`src/rtl/vga_pkg.sv`:
```
// vga_pkg -- shared VGA timing definitions.
// Holds the 800x600@60 (40 MHz pixel clock) default timing constants, the
// common counter width used by every block that handles pixel coordinates,
// and a small window-decode helper.
package vga_pkg;

  // Width of pixel/line coordinates throughout the display pipeline.
  localparam int unsigned CNT_W = 11;

  // Horizontal timing, in pixels.
  localparam int unsigned DEF_H_VISIBLE = 800;
  localparam int unsigned DEF_H_FP      = 40;
  localparam int unsigned DEF_H_SYNC    = 128;
  localparam int unsigned DEF_H_BP      = 88;

  // Vertical timing, in lines.
  localparam int unsigned DEF_V_VISIBLE = 600;
  localparam int unsigned DEF_V_FP      = 1;
  localparam int unsigned DEF_V_SYNC    = 4;
  localparam int unsigned DEF_V_BP      = 23;

  // True when lo <= cnt < hi (half-open window).
  function automatic logic in_window(input logic [CNT_W-1:0] cnt,
                                     input logic [CNT_W-1:0] lo,
                                     input logic [CNT_W-1:0] hi);
    return (cnt >= lo) && (cnt < hi);
  endfunction

endpackage

```
`src/rtl/vga_timing_gen_mod_counter.sv`:
```
// mod_counter -- modulo-N up counter with enable.
// Ports:
//   clk        : clock
//   rst        : synchronous active-high reset (priority over en)
//   en         : count enable
//   count      : registered count, 0..N-1
//   count_next : value count takes at the next edge (lets the parent decode
//                registered outputs that line up with count)
//   wrap       : high in an enabled cycle where count goes N-1 -> 0
module mod_counter #(
  parameter int unsigned N = 2,
  parameter int unsigned W = 11
) (
  input  logic         clk,
  input  logic         rst,
  input  logic         en,
  output logic [W-1:0] count,
  output logic [W-1:0] count_next,
  output logic         wrap
);

  localparam logic [W-1:0] LAST = W'(N - 1);

  logic [W-1:0] count_d;
  logic [W-1:0] count_q;

  // Next-count and wrap decode.
  always_comb begin
    count_d = count_q;
    wrap    = 1'b0;
    if (rst) begin
      count_d = '0;
      wrap    = 1'b0;
    end else if (en) begin
      if (count_q == LAST) begin
        count_d = '0;
        wrap    = 1'b1;
      end else begin
        count_d = count_q + W'(1);
        wrap    = 1'b0;
      end
    end else begin
      count_d = count_q;
      wrap    = 1'b0;
    end
  end

  // Count register.
  always_ff @(posedge clk) begin
    count_q <= count_d;
  end

  assign count      = count_q;
  assign count_next = count_d;

endmodule

```
`src/rtl/vga_timing_gen.sv`:
```
// vga_timing_gen -- VGA raster timing generator.
// Produces pixel/line coordinates and sync/blanking strobes for a display
// pipeline. All outputs are registered and mutually aligned: the strobes are
// decoded from the counters' next values so they refer to the same (hcount,
// vcount) that is presented in the same cycle.
// Ports:
//   pclk        : pixel clock
//   rst         : synchronous active-high reset, wins over en
//   en          : count enable; low freezes every output
//   hcount      : current pixel column
//   vcount      : current line
//   hsync/vsync : sync strobes, at SYNC_POL inside their windows
//   hblnk/vblnk : high outside the visible columns / lines
//   frame_start : one-cycle pulse when the raster wraps to (0,0)
module vga_timing_gen
  import vga_pkg::*;
#(
  parameter int unsigned H_VISIBLE = DEF_H_VISIBLE,
  parameter int unsigned H_FP      = DEF_H_FP,
  parameter int unsigned H_SYNC    = DEF_H_SYNC,
  parameter int unsigned H_BP      = DEF_H_BP,
  parameter int unsigned V_VISIBLE = DEF_V_VISIBLE,
  parameter int unsigned V_FP      = DEF_V_FP,
  parameter int unsigned V_SYNC    = DEF_V_SYNC,
  parameter int unsigned V_BP      = DEF_V_BP,
  parameter logic        SYNC_POL  = 1'b1
) (
  input  logic             pclk,
  input  logic             rst,
  input  logic             en,
  output logic [CNT_W-1:0] hcount,
  output logic [CNT_W-1:0] vcount,
  output logic             hsync,
  output logic             vsync,
  output logic             hblnk,
  output logic             vblnk,
  output logic             frame_start
);

  localparam int unsigned H_TOTAL = H_VISIBLE + H_FP + H_SYNC + H_BP;
  localparam int unsigned V_TOTAL = V_VISIBLE + V_FP + V_SYNC + V_BP;

  localparam logic [CNT_W-1:0] H_VIS_END  = CNT_W'(H_VISIBLE);
  localparam logic [CNT_W-1:0] H_SYNC_BEG = CNT_W'(H_VISIBLE + H_FP);
  localparam logic [CNT_W-1:0] H_SYNC_END = CNT_W'(H_VISIBLE + H_FP + H_SYNC);
  localparam logic [CNT_W-1:0] V_VIS_END  = CNT_W'(V_VISIBLE);
  localparam logic [CNT_W-1:0] V_SYNC_BEG = CNT_W'(V_VISIBLE + V_FP);
  localparam logic [CNT_W-1:0] V_SYNC_END = CNT_W'(V_VISIBLE + V_FP + V_SYNC);

  logic [CNT_W-1:0] h_next;
  logic [CNT_W-1:0] v_next;
  logic             h_wrap;
  logic             v_wrap;
  logic             v_en;

  // The line counter advances only on the pixel that ends a line.
  assign v_en = en & h_wrap;

  mod_counter #(.N(H_TOTAL), .W(CNT_W)) u_hcnt (
    .clk        (pclk),
    .rst        (rst),
    .en         (en),
    .count      (hcount),
    .count_next (h_next),
    .wrap       (h_wrap)
  );

  mod_counter #(.N(V_TOTAL), .W(CNT_W)) u_vcnt (
    .clk        (pclk),
    .rst        (rst),
    .en         (v_en),
    .count      (vcount),
    .count_next (v_next),
    .wrap       (v_wrap)
  );

  logic hsync_d, hsync_q;
  logic vsync_d, vsync_q;
  logic hblnk_d, hblnk_q;
  logic vblnk_d, vblnk_q;
  logic frame_start_d, frame_start_q;

  // Strobe decode from next-state counts; hold everything while stalled.
  always_comb begin
    hsync_d       = ~SYNC_POL;
    vsync_d       = ~SYNC_POL;
    hblnk_d       = 1'b0;
    vblnk_d       = 1'b0;
    frame_start_d = 1'b0;
    if (rst) begin
      hsync_d       = ~SYNC_POL;
      vsync_d       = ~SYNC_POL;
      hblnk_d       = 1'b0;
      vblnk_d       = 1'b0;
      frame_start_d = 1'b0;
    end else if (en) begin
      hsync_d       = in_window(h_next, H_SYNC_BEG, H_SYNC_END) ? SYNC_POL : ~SYNC_POL;
      vsync_d       = in_window(v_next, V_SYNC_BEG, V_SYNC_END) ? SYNC_POL : ~SYNC_POL;
      hblnk_d       = (h_next >= H_VIS_END);
      vblnk_d       = (v_next >= V_VIS_END);
      // Both axes wrapping together is exactly the move to (0,0).
      frame_start_d = h_wrap & v_wrap;
    end else begin
      hsync_d       = hsync_q;
      vsync_d       = vsync_q;
      hblnk_d       = hblnk_q;
      vblnk_d       = vblnk_q;
      frame_start_d = frame_start_q;
    end
  end

  // Output strobe registers.
  always_ff @(posedge pclk) begin
    hsync_q       <= hsync_d;
    vsync_q       <= vsync_d;
    hblnk_q       <= hblnk_d;
    vblnk_q       <= vblnk_d;
    frame_start_q <= frame_start_d;
  end

  assign hsync       = hsync_q;
  assign vsync       = vsync_q;
  assign hblnk       = hblnk_q;
  assign vblnk       = vblnk_q;
  assign frame_start = frame_start_q;

endmodule

```
`config.mk`:
```
export PLATFORM = sky130hd
export DESIGN_NAME = vga_timing_gen
export DESIGN_NICKNAME = d
export VERILOG_FILES = /design/src/rtl/vga_pkg.sv /design/src/rtl/vga_timing_gen_mod_counter.sv /design/src/rtl/vga_timing_gen.sv
export SDC_FILE = /design/constraint.sdc
export NUM_CORES = 1
export LEC_CHECK = 0
export ABC_CLOCK_PERIOD_IN_PS = 2900
export BUFFER_PORTS_ARGS = -buffer_cell sky130_fd_sc_hd__buf_4
export CAP_MARGIN = 20
export CORE_MARGIN = 4
export CORE_UTILIZATION = 33
export DETAILED_ROUTE_END_ITERATION = 7
export PLACE_DENSITY = 0.62
export SETUP_SLACK_MARGIN = 0.05
export SLEW_MARGIN = 30
export SYNTH_ARGS = -nofsm -noshare
export SYNTH_HDL_FRONTEND = slang
export SYNTH_SLANG_ARGS = --single-unit
```
`constraint.sdc`:
```
create_clock -name pclk -period 2.9 [get_ports pclk]
set_input_delay 0.145 -clock pclk [delete_from_list [all_inputs] [get_ports pclk]]
set_output_delay 0.145 -clock pclk [all_outputs]
set_load 0.02 [all_outputs]
```
# After elaboration in Yosys (flattened, before gate mapping)
# Cells that the tools add are included.
word_totals:
  register_bits: 27
  input_bits: 3
  output_inout_bits: 27
  word_cells: 35
op_classes:
  add_sub_neg: 2
  n_lt_le_gt_ge: 6
  n_eq_ne: 2
  n_mux: 14
  n_bitwise: 2
  n_reduce_logical: 2
ops:
  columns: ["op", "count"]
  rows:
  - ["$mux 11", 6]
  - ["$ge 11x10->1 const B", 4]
  - ["$add 11x1->11 const B", 2]
  - ["$lt 11x10->1 const B", 2]
  - ["$eq 11x10->1 const B", 1]
  - ["$eq 11x11->1 const B", 1]
  - ["$mux 1", 8]
  - ["$and 1x1->1", 2]
  - ["$logic_and 1x1->1", 2]

# Depth between registers and ports, before layout
logic_depth:
  word_depth: 10
  depth_mapped: 9
  mapped_depth_nobuf: 8

# Modules after synthesis
# Synthesis repeated with hierarchy kept, for this count alone.
hier_totals:
  hier_cells: 151
  hier_area_um2: 1367.6
by_module_without_submodules:
  columns: ["module", "instances", "cells_each", "area_each_um2"]
  rows:
  - ["mod_counter at u_vcnt", 1, 59, 554.3]
  - ["mod_counter at u_hcnt", 1, 60, 534.3]
  - ["vga_timing_gen", 1, 32, 279.0]

# Worst setup path before layout
# OpenSTA, ideal clock, no wires.
synth_path:
  path_type: "register to register"
  startpoint: "register u_hcnt.count_q[0] (netlist: u_hcnt.count[0])"
  endpoint: "register vsync_q (netlist: vsync)"
  arrival_time_ns: 2.322
  path_slack_ns: 0.490
  path_stages_with_launch: 10
  n_path_buf: 1
  path_cell_list: "dfxtp_1 -> ha_1 -> and4_2 -> nand3_2 -> buf_6 -> nor4_1 -> xnor2_1 -> nor4b_2 -> nand4_1 -> o32ai_2"
synth_between:
  elab_chain_len: 10
synth_lines:
  columns: ["element", "line", "source"]
  rows:
  - ["start: declaration", "vga_timing_gen_mod_counter.sv:25", "logic [W-1:0] count_q;"]
  - ["start signal: assignment", "vga_timing_gen_mod_counter.sv:50", "count_q <= count_d;"]
  - ["$eq 11x11->1 (*)", "vga_timing_gen_mod_counter.sv:35", "if (count_q == LAST) begin"]
  - ["$mux 1 (*)", "vga_timing_gen_mod_counter.sv:35", null]
  - ["$mux 1 (*)", "vga_timing_gen_mod_counter.sv:34", "end else if (en) begin"]
  - ["$mux 1 (*)", "vga_timing_gen_mod_counter.sv:31", "if (rst) begin"]
  - ["$and 1x1->1 (*)", "vga_timing_gen.sv:57", "assign v_en = en & h_wrap;"]
  - ["$mux 11 (*)", "vga_timing_gen_mod_counter.sv:34", null]
  - ["$mux 11 (*)", "vga_timing_gen_mod_counter.sv:31", null]
  - ["$ge 11x10->1 / $lt 11x10->1 (equally long branches)", "vga_pkg.sv:26", "return (cnt >= lo) && (cnt < hi);"]
  - ["$logic_and 1x1->1 (*)", "vga_pkg.sv:26", null]
  - ["$mux 1 (*)", "vga_timing_gen.sv:98", "vsync_d = in_window(v_next, V_SYNC_BEG, V_SYNC_END) ? SYNC_POL : ~SYNC_POL;"]
  - ["end signal: assignment", "vga_timing_gen.sv:115", "vsync_q <= vsync_d;"]
  - ["end: declaration", "vga_timing_gen.sv:78", "logic vsync_d, vsync_q;"]
# Mark *: on every way between the ends. The rest lies on a longest branch, timed or not.
# A chain may end at the register's enable or synchronous reset.

# Worst setup path after layout
layout_path:
  startpoint: "register u_vcnt.count_q[0] (netlist: u_vcnt.count[0])"
  endpoint: "register vsync_q (netlist: vsync)"
layout_between:
  elab_chain_len: 7
layout_lines:
  columns: ["element", "line"]
  rows:
  - ["start: declaration", "vga_timing_gen_mod_counter.sv:25"]
  - ["start signal: assignment", "vga_timing_gen_mod_counter.sv:50"]
  - ["$add 11x1->11 / $eq 11x10->1 (equally long branches)", "vga_timing_gen_mod_counter.sv:39, vga_timing_gen_mod_counter.sv:35"]
  - ["$mux 11", "vga_timing_gen_mod_counter.sv:35"]
  - ["$mux 11 (*)", "vga_timing_gen_mod_counter.sv:34"]
  - ["$mux 11 (*)", "vga_timing_gen_mod_counter.sv:31"]
  - ["$ge 11x10->1 / $lt 11x10->1 (equally long branches)", "vga_pkg.sv:26"]
  - ["$logic_and 1x1->1 (*)", "vga_pkg.sv:26"]
  - ["$mux 1 (*)", "vga_timing_gen.sv:98"]
# Marked as above.

==> key figures <==
Setup path
  • Crit path buf inv count: 0
  • Crit-path max FO: 9
  • Reg-to-reg critical path endpoint: vsync$_SDFFE_PP0P_
  • Reg2reg setup slack: ~0.33 ns
  • Critical path cell sequence: ha_1, nand3_1, or2_1, nor4_1, xnor2_1, nor4b_2, nand4_1, o32ai_2
  • Setup CP Type: reg2reg
  • Critical Path Start: u_vcnt.count[0]$_DFF_P_
  • CP Launch Type: register
  • Worst path top cell family by delay: simple AND/OR/NAND/NOR gates
  • Crit path largest cell delay: 0.47 ns
  • CP endpoint kind: register
  • Critical-path top delay cell: dfxtp_1
  • Worst EP arrival: 2.76 ns
  • Reg-to-Reg Start: u_vcnt.count[0]$_DFF_P_
  • R2R depth: 8
  • CP Data Required Time: 3.10 ns

Global routing
  • GR Util All Layers: approximately 13%
  • Initial antenna violation count: 0
  • Largest net degree at the start of global routing: 26
  • Total congestion overflow: 0
  • First-pass GRT wire length: 6210 um
  • Vias in the first global route: 1239

Placed design
  • DP HPWL: 2730 um
  • Buffers on Ports: 29
  • Placer Congestion: 0.773

Worst hold path
  • Worst hold path type: in2reg
  • Hold Path Sink: hblnk$_SDFFE_PP0P_
  • Hold path cells: 2
  • Hold path start: en

Synth
  • FF+latch count, synth: 27
  • Post-synth EDFFs: 0
  • FFs w/ async S/R, synth: 0%
  • XOR/XNOR Fraction of Synth Area: 7.46%
  • Adder-Cell Fraction of Synth Area: 1.64%
  • Syn avg cell area: 8.34 um^2
  • Mapped Cells: 183
  • Mux cell area share after synthesis: 1.31%
  • Syn. warnings: 0
  • Post-synthesis sequential area ratio: a little over a third
  • Main combinational cell family by area after synthesis: simple AND/OR/NAND/NOR gates
  • Library cells used by synthesis: 50
  • Simple-gate share of the synthesized area: 32.7%
  • Post-synth top flop: dfxtp_1
  • Post-Syn Area: 1530 um^2
  • Syn nets: 188
  • Largest area contributor in the netlist: dfxtp_1
  • Compound-Gate Fraction of Synth Area: between 15 and 20%
  • Top cell type's share of synthesized area: 35.4%
  • Largest cells by area after synthesis: dfxtp_1 35%, nor2_1 5.2%, nand3_1 4.6%

Finish
  • Most frequent cells in the layout: 30 x buf_4, 27 x dfxtp_1, 21 x nor2_1, 16 x nand2_1, 14 x nand3_1
  • Fill cell count: 463
  • P&R area growth vs syn: 18.7%
  • Nets@finish: 214
  • Ant diodes: 0
  • Most common cell after layout, fill and taps aside: buf_4
  • Share of cells above drive strength 1: 20.7%
  • Sequential cell area: 541 um^2
  • Area taken by multi-input logic gates: 920 um^2

STA
  • Period utilisation layout: 88.5%
  • Setup violations, final: 0
  • Final Hold Fails: 0
  • Slew @ Worst Pin: 0.406 ns
  • RSZ-0062 raised after global routing: false
  • Final TNS setup: 0 ns
  • F_max: around 400 MHz
  • Min Tclk post-route: between 2 and 3 ns
  • Smallest hold slack: around 0.19 ns
  • Slew headroom: between 70% and 80%
  • Max-slew violation total from the final report: 0
  • Clock Skew: 0.00564 ns

Outcome
  • Status: finished clean

Power and ir drop
  • Overall power: approximately 660 uW
  • P_leak: 0.672 nW
  • Power Dens Cells: around 360 nW/um^2
  • Max IR drop VDD: 0.172 mV

CTS
  • Num CTS Buffers: 3
  • CTS clk-pin slew, worst paths: 0.10 ns
  • CTS tree: built
  • Post-CTS sizing: 0
  • CTS max path bufs: 2
  • Hold buffers post-CTS: 0
  • H-tree level count: 1
  • Clock Sinks: 27
  • CTS Root Cell: clkbuf_8
  • Post-CTS Setup Bufs: 0
  • Clock Latency Late Sink: 0.28 ns

Route
  • Vias/cell: 5.30
  • Antenna-violating nets left: 0
  • Via Count: 1379
  • DRC Markers: 0
  • Post-Route WL: 3690 um
  • Initial DRC Count: between 100 and 150
  • WL/cell: 14.2 um
  • Drt first pass iters: 4

Floorplan
  • Starting Density: around 35%
  • Core area: 4410 um^2
  • Die width: 76.0 um
  • Die Area: 5780 um^2
  • Row cnt: 24
  • Die Y: roughly 76 um
  • Num ports: 30

Job
  • Max-Cap Viols: 0
[worst max path at each step]
| stage | to | slack [ns] | cells after the start |
|---|---|---|---|
| floorplan | vsync$_SDFFE_PP0P_ | 0.49 | 9 |
| global placement | vsync$_SDFFE_PP0P_ | 0.49 | 8 |
| detailed placement | vsync$_SDFFE_PP0P_ | 0.43 | 8 |
| CTS | vsync$_SDFFE_PP0P_ | 0.38 | 8 |
| global route | vsync$_SDFFE_PP0P_ | 0.12 | 8 |
| finish | vsync$_SDFFE_PP0P_ | 0.33 | 8 |
[cell usage after synthesis, drive strengths merged, types with 3 or more instances]
cell    number
clkbuf       6
and3         4
nor2        21
dfxtp       27
nor4b        3
nand3       15
nand4        3
a21oi       12
a31oi        4
nand2b       3
xnor2        7
and2         3
xor2         6
nand2       16
buf          3
or3          7
inv          4
and4         3
o21ai        8
[cells by family after synthesis]
logic type      count (synthesis)
xor+xnor                       13
simple gates                   89
buf+inv                        13
fa+ha+maj                       2
compound gates                 37
flops                          27
mux                             2
[state kept, by name (all words and copies together), names as in the netlist]
name	flops
frame_start	1
hblnk	1
hsync	1
u_hcnt.count	11
u_vcnt.count	11
vblnk	1
vsync	1
[power by group]
part	leakage, nW	internal [mW]	total [mW]	switching, mW
clock	0.0255	0.0965	0.220	0.123
combinational	0.428	0.0219	0.0519	0.0301
sequential	0.218	0.378	0.388	0.0103
[through the flow]
step                instances  area (um^2)  setup slack, ns  utilization [%]
floorplan                 183         1530            0.490                -
global placement          256         1770            0.490             40.0
detailed placement        256         1770            0.426             40.0
CTS                       260         1810            0.376             41.0
global route              260         1810            0.123             41.0
finish                    260         1810            0.335             41.0
[cell type report]
class | count | area share (%)
Tap cell | 52 | 3.59
Sequential cell | 27 | 29.8
Inverter | 4 | 0.829
Multi-Input combinational cell | 143 | 50.8
Clock inverter | 1 | 0.276
Clock buffer | 3 | 2.28
Timing Repair Buffer | 30 | 12.4
[layer usage]
| layer | up-vias | routed length [um] | track usage, % | share of wire (%) |
|---|---|---|---|---|
| li1 | 711 | - | - | - |
| met1 | 628 | 1930 | 19.8 | 52 |
| met2 | 36 | 1500 | 16.9 | 41 |
| met3 | 4 | 197 | 2.13 | 5.3 |
| met4 | 0 | 61 | 5.69 | 1.7 |
| met5 | - | 0 | 0 | 0 |
(Power assumes the default switching activity.)
